`src/rtl/cpu_pkg.sv`:
```
// cpu_pkg: definitions shared by the multicycle 16-bit CPU blocks
// (control unit, datapath, memory responder).
//   CPU_WORD_SIZE / CPU_ADDR_SIZE : default data / word-address widths
//   mem_state_t                   : memory responder FSM states
package cpu_pkg;

    localparam int CPU_WORD_SIZE = 16;
    localparam int CPU_ADDR_SIZE = 8;

    typedef enum logic [1:0] {
        IDLE = 2'd0,
        WAIT = 2'd1,
        RESP = 2'd2
    } mem_state_t;

endpackage

```
`src/rtl/mem_responder_mem_array.sv`:
```
// mem_array: single-port MEM_DEPTH x WORD_SIZE storage.
// The write is synchronous. The read is registered, and the read register
// holds its value until the next rd_en or rd_clr. Storage is not reset.
// Ports:
//   clk    in  clock
//   wr_en  in  write idx with wdata on this edge
//   rd_en  in  load rdata from idx on this edge
//   rd_clr in  clear rdata to 0 (takes priority over rd_en)
//   idx    in  word index
//   wdata  in  write data
//   rdata  out registered read data
module mem_array #(
    parameter int WORD_SIZE = 16,
    parameter int MEM_DEPTH = 256,
    localparam int IDX_W    = (MEM_DEPTH > 1) ? $clog2(MEM_DEPTH) : 1
) (
    input  logic                 clk,
    input  logic                 wr_en,
    input  logic                 rd_en,
    input  logic                 rd_clr,
    input  logic [IDX_W-1:0]     idx,
    input  logic [WORD_SIZE-1:0] wdata,
    output logic [WORD_SIZE-1:0] rdata
);

    logic [WORD_SIZE-1:0] mem [MEM_DEPTH];

    always_ff @(posedge clk) begin
        if (wr_en) begin
            mem[idx] <= wdata;
        end
    end

    always_ff @(posedge clk) begin
        if (rd_clr) begin
            rdata <= '0;
        end else if (rd_en) begin
            rdata <= mem[idx];
        end
    end

endmodule

```
`src/rtl/mem_responder.sv`:
```
// mem_responder: word-addressed memory with a req/ready handshake and
// WAIT_STATES extra cycles per access. It serves the CPU control unit for
// instruction fetch and data load/store.
// Optional feature: define MEM_BOUNDS_CHECK_EN to flag and suppress accesses
// with addr >= MEM_DEPTH. When it is undefined, addr wraps modulo MEM_DEPTH
// and fault is tied 0.
// Ports:
//   clk      in  clock
//   rst      in  synchronous active-high reset
//   req      in  access request, sampled in IDLE only
//   we       in  1 = write, 0 = read, sampled with req
//   addr     in  word address, sampled with req
//   data_in  in  write data, sampled with req
//   data_out out read data, held until the next read completes
//   ready    out one-cycle completion pulse
//   busy     out high from the cycle after acceptance through ready
//   fault    out out-of-range flag during the ready cycle
module mem_responder
    import cpu_pkg::*;
#(
    parameter int WORD_SIZE   = CPU_WORD_SIZE,
    parameter int ADDR_SIZE   = CPU_ADDR_SIZE,
    parameter int MEM_DEPTH   = 256,
    parameter int WAIT_STATES = 1
) (
    input  logic                 clk,
    input  logic                 rst,
    input  logic                 req,
    input  logic                 we,
    input  logic [ADDR_SIZE-1:0] addr,
    input  logic [WORD_SIZE-1:0] data_in,
    output logic [WORD_SIZE-1:0] data_out,
    output logic                 ready,
    output logic                 busy,
    output logic                 fault
);

    localparam int IDX_W = (MEM_DEPTH > 1) ? $clog2(MEM_DEPTH) : 1;
    localparam logic [3:0] CNT_INIT = 4'(WAIT_STATES);

    mem_state_t state, state_next;
    logic [3:0]           cnt;
    logic                 we_q;
    logic [ADDR_SIZE-1:0] addr_q;
    logic [WORD_SIZE-1:0] data_q;

    logic                 acc_we;
    logic [ADDR_SIZE-1:0] acc_addr;
    logic [WORD_SIZE-1:0] acc_data;
    logic                 commit;
    logic                 oob;
    logic                 wr_en;
    logic                 rd_en;
    logic                 rd_clr;

    always_ff @(posedge clk) begin
        if (rst) begin
            state <= IDLE;
        end else begin
            state <= state_next;
        end
    end

    always_comb begin
        state_next = state;
        case (state)
            IDLE: if (req) state_next = (WAIT_STATES > 0) ? WAIT : RESP;
            WAIT: if (cnt == 4'd1) state_next = RESP;
            RESP: state_next = IDLE;
            default: state_next = IDLE;
        endcase
    end

    always_ff @(posedge clk) begin
        if (rst) begin
            cnt <= '0;
        end else if (state == IDLE && req) begin
            cnt <= CNT_INIT;
        end else if (state == WAIT) begin
            cnt <= cnt - 4'd1;
        end
    end

    always_ff @(posedge clk) begin
        if (state == IDLE && req) begin
            we_q   <= we;
            addr_q <= addr;
            data_q <= data_in;
        end
    end

    // With zero wait states the access completes on the acceptance edge,
    // before the latch holds anything, so the live inputs are used in IDLE.
    always_comb begin
        acc_we   = we_q;
        acc_addr = addr_q;
        acc_data = data_q;
        if (state == IDLE) begin
            acc_we   = we;
            acc_addr = addr;
            acc_data = data_in;
        end
    end

    // The access takes effect on the edge that enters RESP, unless reset wins.
    assign commit = !rst && (state != RESP) && (state_next == RESP);

`ifdef MEM_BOUNDS_CHECK_EN
    logic fault_q;

    assign oob = (32'(acc_addr) >= 32'(MEM_DEPTH));

    always_ff @(posedge clk) begin
        if (rst) begin
            fault_q <= 1'b0;
        end else if (commit) begin
            fault_q <= oob;
        end
    end

    assign fault = fault_q && (state == RESP);
`else
    assign oob   = 1'b0;
    assign fault = 1'b0;
`endif

    assign wr_en  = commit && acc_we && !oob;
    assign rd_en  = commit && !acc_we;
    assign rd_clr = rst || (commit && !acc_we && oob);

    mem_array #(
        .WORD_SIZE (WORD_SIZE),
        .MEM_DEPTH (MEM_DEPTH)
    ) u_mem (
        .clk    (clk),
        .wr_en  (wr_en),
        .rd_en  (rd_en),
        .rd_clr (rd_clr),
        .idx    (acc_addr[IDX_W-1:0]),
        .wdata  (acc_data),
        .rdata  (data_out)
    );

    assign ready = (state == RESP);
    assign busy  = (state != IDLE);

endmodule
```
`config.mk`:
```
export PLATFORM = sky130hd
export DESIGN_NAME = mem_responder
export DESIGN_NICKNAME = d
export VERILOG_FILES = /design/src/rtl/cpu_pkg.sv /design/src/rtl/mem_responder_mem_array.sv /design/src/rtl/mem_responder.sv
export SDC_FILE = /design/constraint.sdc
export NUM_CORES = 2
export LEC_CHECK = 0
export CAP_MARGIN = 0
export CORE_MARGIN = 2
export CORE_UTILIZATION = 40
export DETAILED_ROUTE_END_ITERATION = 10
export PLACE_DENSITY = 0.58
export REMOVE_ABC_BUFFERS = 1
export SETUP_SLACK_MARGIN = 0.5
export SLEW_MARGIN = 20
export SYNTH_ARGS = -nofsm -noshare
export SYNTH_HDL_FRONTEND = slang
export SYNTH_SLANG_ARGS = --single-unit
```
`constraint.sdc`:
```
create_clock -name clk -period 12.83 [get_ports clk]
set_clock_uncertainty 0.2 [all_clocks]
set_input_delay 2.566 -clock clk [delete_from_list [all_inputs] [get_ports clk]]
set_output_delay 2.566 -clock clk [all_outputs]
set_load 0.05 [all_outputs]
```
# Word-level counts from Yosys, hierarchy flattened
# Memory sizes are Yosys's and may differ from the RTL's. A register that Yosys moved wholly into a read port is not among the register bits.
# Index checks and enable logic that the tools add are counted.
[op_classes]
addsub = 1
n_reduce_logical = 11
mux = 10
n_eq_ne = 5
[op_table]
columns = ["operator", "n"]
rows = [
  ["$mux W16", 1],
  ["$mux W8", 1],
  ["$logic_and A1 B1 Y1", 5],
  ["$mux W1", 5],
  ["$eq A2 B2 Y1 const B", 2],
  ["$eq A4 B1 Y1 const B", 1],
  ["$mux W2", 2],
  ["$pmux W2 S2", 1],
  ["$reduce_bool A2 Y1", 2],
  ["$sub A4 B1 Y4 const B", 1],
  ["$eq A2 B1 Y1 const B", 1],
  ["$logic_not A1 Y1", 2],
  ["$logic_not A2 Y1", 1],
  ["$ne A2 B2 Y1 const B", 1],
  ["$reduce_or A2 Y1", 1],
]
[totals]
mem_count = 1
out_inout_bits = 19
ramBits = 4096
wordCells = 34
regBits = 31
[mem_list]
columns = ["memory", "words", "word_bits", "rd", "rd_ports_with_merged_regs", "wr", "line", "rtl"]
rows = [
  ["u_mem.mem", 256, 16, 1, 1, 1, "mem_responder_mem_array.sv:26", "logic [WORD_SIZE-1:0] mem [MEM_DEPTH];"],
]

# Longest topological paths before layout
[logic_depth]
word_depth = 8
ltp_mapped = 13
mapped_depth_nobuf = 9

# By module
# A second synthesis with hierarchy kept.
[hier_totals]
hier_cells = 7132
hier_area_um2 = 158149.2
[modules_own_cells]
columns = ["mod", "cells_per_inst", "n_inst", "area_each_um2"]
rows = [
  ["mem_array", 7039, 1, 156771.6],
  ["mem_responder", 93, 1, 1377.6],
]

# Least setup slack after synthesis
# Ideal clock, no wire load.
[synth_timing]
path_kind = "in2reg"
startpoint = "input data_in[0]"
endpoint = "memory u_mem.mem[0][0] (data pin)"
path_stages = 2
arrival_time_ns = 5.664
n_path_buf = 0
slack_ns = 6.143
required_time_ns = 11.807
path_cell_list = "nand2_1 > nand2_1"
[synth_between]
elab_chain_len = 1
[synth_rtl]
columns = ["element", "line", "rtl"]
rows = [
  ["start: declaration", "mem_responder.sv:31", "input logic [WORD_SIZE-1:0] data_in,"],
  ["$mux W16", "mem_responder.sv:98", "if (state == IDLE) begin"],
  ["via acc_data[0]", "mem_responder.sv:49", "logic [WORD_SIZE-1:0] acc_data;"],
  ["end: declaration", "mem_responder_mem_array.sv:26", ""],
]
# The timed path passes the listed nets, and every way through them passes these cells.

# Worst setup path after layout
[layout_timing]
startpoint = "input addr[2]"
endpoint = "register u_mem.rdata[6], read port of u_mem.mem"
[layout_between]
elab_chain_len = 1
[layout_rtl]
columns = ["element", "line", "rtl"]
rows = [
  ["start: declaration", "mem_responder.sv:30", "input logic [ADDR_SIZE-1:0] addr,"],
  ["$mux W8", "mem_responder.sv:98", ""],
  ["end: declaration", "mem_responder_mem_array.sv:23", "output logic [WORD_SIZE-1:0] rdata"],
]
# Every way passes these cells.
# A chain may end at the register's enable or synchronous reset.

==> results by group <==
Run status
  • Run status: completed

Placement
  • Placed Area: between 150,000 and 200,000 µm²
  • Buffers on Ports: 45
  • DP HPWL: ~260 mm
  • Placed Instances: 13,600
  • Gp weighted congestion: approximately 0.84
  • Pre-CTS setup slack: around 4.0 ns

Hold path
  • Hold Path End: u_mem.rdata[3]
  • Hold Startpoint: u_mem.rdata[3]
  • Worst hold stages: 2
  • Hold Path Class: register to register

GRT
  • Initial antenna violation count: 25
  • Met1 Use GR: 0.322
  • Routing usage on met3: 0.0399
  • First-pass GRT wire length: between 600 and 700 mm
  • All-Layer GR Usage: 0.228
  • GR Overflow Total: 0
  • Vias in the first global route: roughly 84,000
  • Largest net degree at the start of global routing: 209
  • Gr busiest metal: met2
  • Met2 usage in global routing: 0.357

Worst setup path
  • Register-to-Register Setup Slack: ~5.7 ns
  • Max stage delay on crit path: between 1 and 1.5 ns
  • Setup CP Type: primary input to register
  • CP most frequent cell: a21oi_1
  • Reg2reg path depth: 11
  • R2R Path End: u_mem.rdata[6]
  • Cell chain of the critical path: clkdlybuf4s50_1, inv_1, a31oi_4, buf_12, buf_4, a21oi_1, o41ai_1, a41oi_1, a21oi_1, a311oi_1
  • Crit start category: primary input
  • Maximum fanout along the worst path: 76
  • Critical path required time: 13.43 ns
  • Crit path DAT: about 8.6 ns
  • Kind of end point of the critical path: register
  • Reg2reg start: state[1]
  • CP max-delay cell: a21oi_1

Floorplanning
  • Die ar.: just under 400,000 µm²
  • Row count: 227
  • Die height: 622 µm
  • Core Area: approximately 380,000 µm²
  • Initial Util: 0.401
  • Chip width: about 620 µm
  • Num ports: 47

Logic synthesis
  • Yosys warnings: 0
  • Gate Count Post-Synth: between 8,000 and 9,000
  • Synth area leaders: edfxtp_1 81%, a22oi_1 9.9%, a21oi_1 3.4%
  • Post-synthesis async set-or-reset flop share: 0
  • Share of the synthesized area in the top cell type: 0.809
  • Largest area contributor in the netlist: edfxtp_1
  • Post-synth EDFFs: 4,121
  • Yosys reg bits: between 4,000 and 5,000
  • Synthesized area: between 150,000 and 200,000 µm²
  • Yosys cell types: 53
  • Post-synthesis area per instance: 17.6 µm²
  • Post-synth top cells: 4,121 x edfxtp_1, 2,018 x a22oi_1, 1,040 x a21oi_1, 363 x buf_2, 291 x nor2_1
  • Most common cell in the netlist: edfxtp_1
  • Main flop type after synthesis: edfxtp_1
  • Seq/Total Area, Yosys: 0.812

Timing
  • Slew @ Worst Pin: ~1.3 ns
  • Final count of hold timing violations: 0
  • RSZ-0062 raised after global routing: no
  • Fmax: approximately 130 MHz
  • Final count of negative-setup-slack endpoints: 0
  • Final WS setup: between 4 and 5 ns
  • Final min period: between 7 and 8 ns
  • Rel. slew slack: 0.120
  • Fin. max-slew vios: 0
  • Final period utilization: 0.622

Finish
  • Total Nets Final: around 9,000
  • Synth-to-Final Area Change: 13.8%
  • Fill cell count: about 32,000
  • Finished Layout Cells: ~14,000
  • Final core occ: 0.456
  • Layout cells sized above 1: 0.121
  • Post-route cell area: roughly 170,000 µm²

Clock network
  • CTS Sinks: 4,143
  • CTS buffer count: between 400 and 500
  • Hold buffers post-CTS: 0
  • Clk pin slew, worst setup/hold paths: 0.06 ns
  • PostCTS Resize Cnt: 0
  • Post-CTS Setup Repair Bufs: 0
  • Clk Latency, worst-skew pair: 0.97 ns
  • H-tree Lvls: 5
  • Maximum clock path buffer count: 4
  • Root buffer cell: clkbuf_16
  • TritonCTS clock tree: yes

Route
  • Iteration-0 DRC count of the detailed router: 13,100
  • Drt pass-1 iters: 6
  • Wire per inst: about 32 µm
  • Final WL: 459 mm
  • Routed via count: around 90,000
  • Residual DRC count: 0
  • Vias per std cell: 6.20
  • ANT nets after route: 0

Run
  • Max cap viols: 0

Pwr
  • P_leak: between 50 and 60 nW
  • Power density over the cells: around 170 nW/µm²
  • Worst vdd ir: roughly 0.13 mV
-- worst max path at each step --
| stage | cells after the start | to | from |
|---|---|---|---|
| after floorplan | 7 | u_mem.rdata[5] | addr[1] |
| after global placement | 10 | u_mem.rdata[8] | addr[2] |
| after detailed placement | 10 | u_mem.rdata[6] | addr[2] |
| after CTS | 10 | u_mem.rdata[6] | addr[2] |
| after global routing | 10 | u_mem.rdata[6] | addr[2] |
| final | 10 | u_mem.rdata[6] | addr[2] |
-- metal layers --
metal / part of all wire / wire length (µm)
met5: 0.00017 / 76
met4: 0.038 / 17500
met3: 0.095 / 43800
met2: 0.46 / 213000
met1: 0.40 / 184000
-- metrics by stage --
| step | power [W] | hold WS [ns] | setup TNS (ns) |
|---|---|---|---|
| global placement | 0.0180 | 0.286 | 0 |
| detailed placement | 0.0180 | 0.296 | 0 |
| global route | 0.0303 | 0.327 | 0 |
| floorplan | 0.0174 | 0.270 | -191.75 |
| CTS | 0.0297 | 0.311 | 0 |
| finish | 0.0296 | 0.313 | 0 |
-- area by class of cell --
cell class / instances / area [µm²] / area share
sequential: 4143 / 124000 / 0.714
multi-input combinational: 3882 / 26100 / 0.150
clock buffer: 519 / 10900 / 0.0625
tap: 5038 / 6300 / 0.0362
timing repair buffer: 486 / 4200 / 0.0241
clock inverter: 242 / 2210 / 0.0127
inverter: 7 / 26.3 / 0.000151
antenna: 6 / 15.0 / 0.0000863
-- flip-flops by register name, summed over array words and instances (netlist names) --
signal	count
addr_q	8
cnt	4
we_q	1
u_mem.mem	4096
data_q	16
u_mem.rdata	16
state	2
-- cell families after synthesis --
family          Yosys count  synth area share
buf+inv                 660            0.0212
other cells               1         0.0000245
compound gates         3423             0.154
flops                  4143             0.812
simple gates            454            0.0127
fa+ha+maj                 2          0.000164
mux                       2          0.000139
-- worst max-delay path: cells and delay by family --
kind                   cells  cell delay (ns)
buffers and inverters      4             1.90
AOI/OAI and AO/OA          6             3.88
-- report_power, final --
part / switching, W / internal [W] / total (W)
registers: 0.0000117 / 0.0153 / 0.0153
logic: 0.00199 / 0.000533 / 0.00252
clock network: 0.00507 / 0.00672 / 0.0118
total: 0.00707 / 0.0225 / 0.0296
-- cell usage in the layout (no fill, tap or decap), drive strengths merged, types with 6 or more instances in the layout --
cell              n
o21ai            18
nand2b            6
o41ai           238
a311oi           10
nor4             20
or3              10
inv              22
nor2            292
nand4            24
a211oi            7
nand2            79
clkdlybuf4s50    45
clkinvlp          8
edfxtp         4121
a221oi           16
a21oi          1040
a22oi          2018
diode             6
clkbuf          519
a41oi            32
nand3             8
buf             441
bufinv           36
o21a              7
o22ai             8
clkinv          183
a22o             16
dfxtp            22
Power figures use the tool's default switching activity.
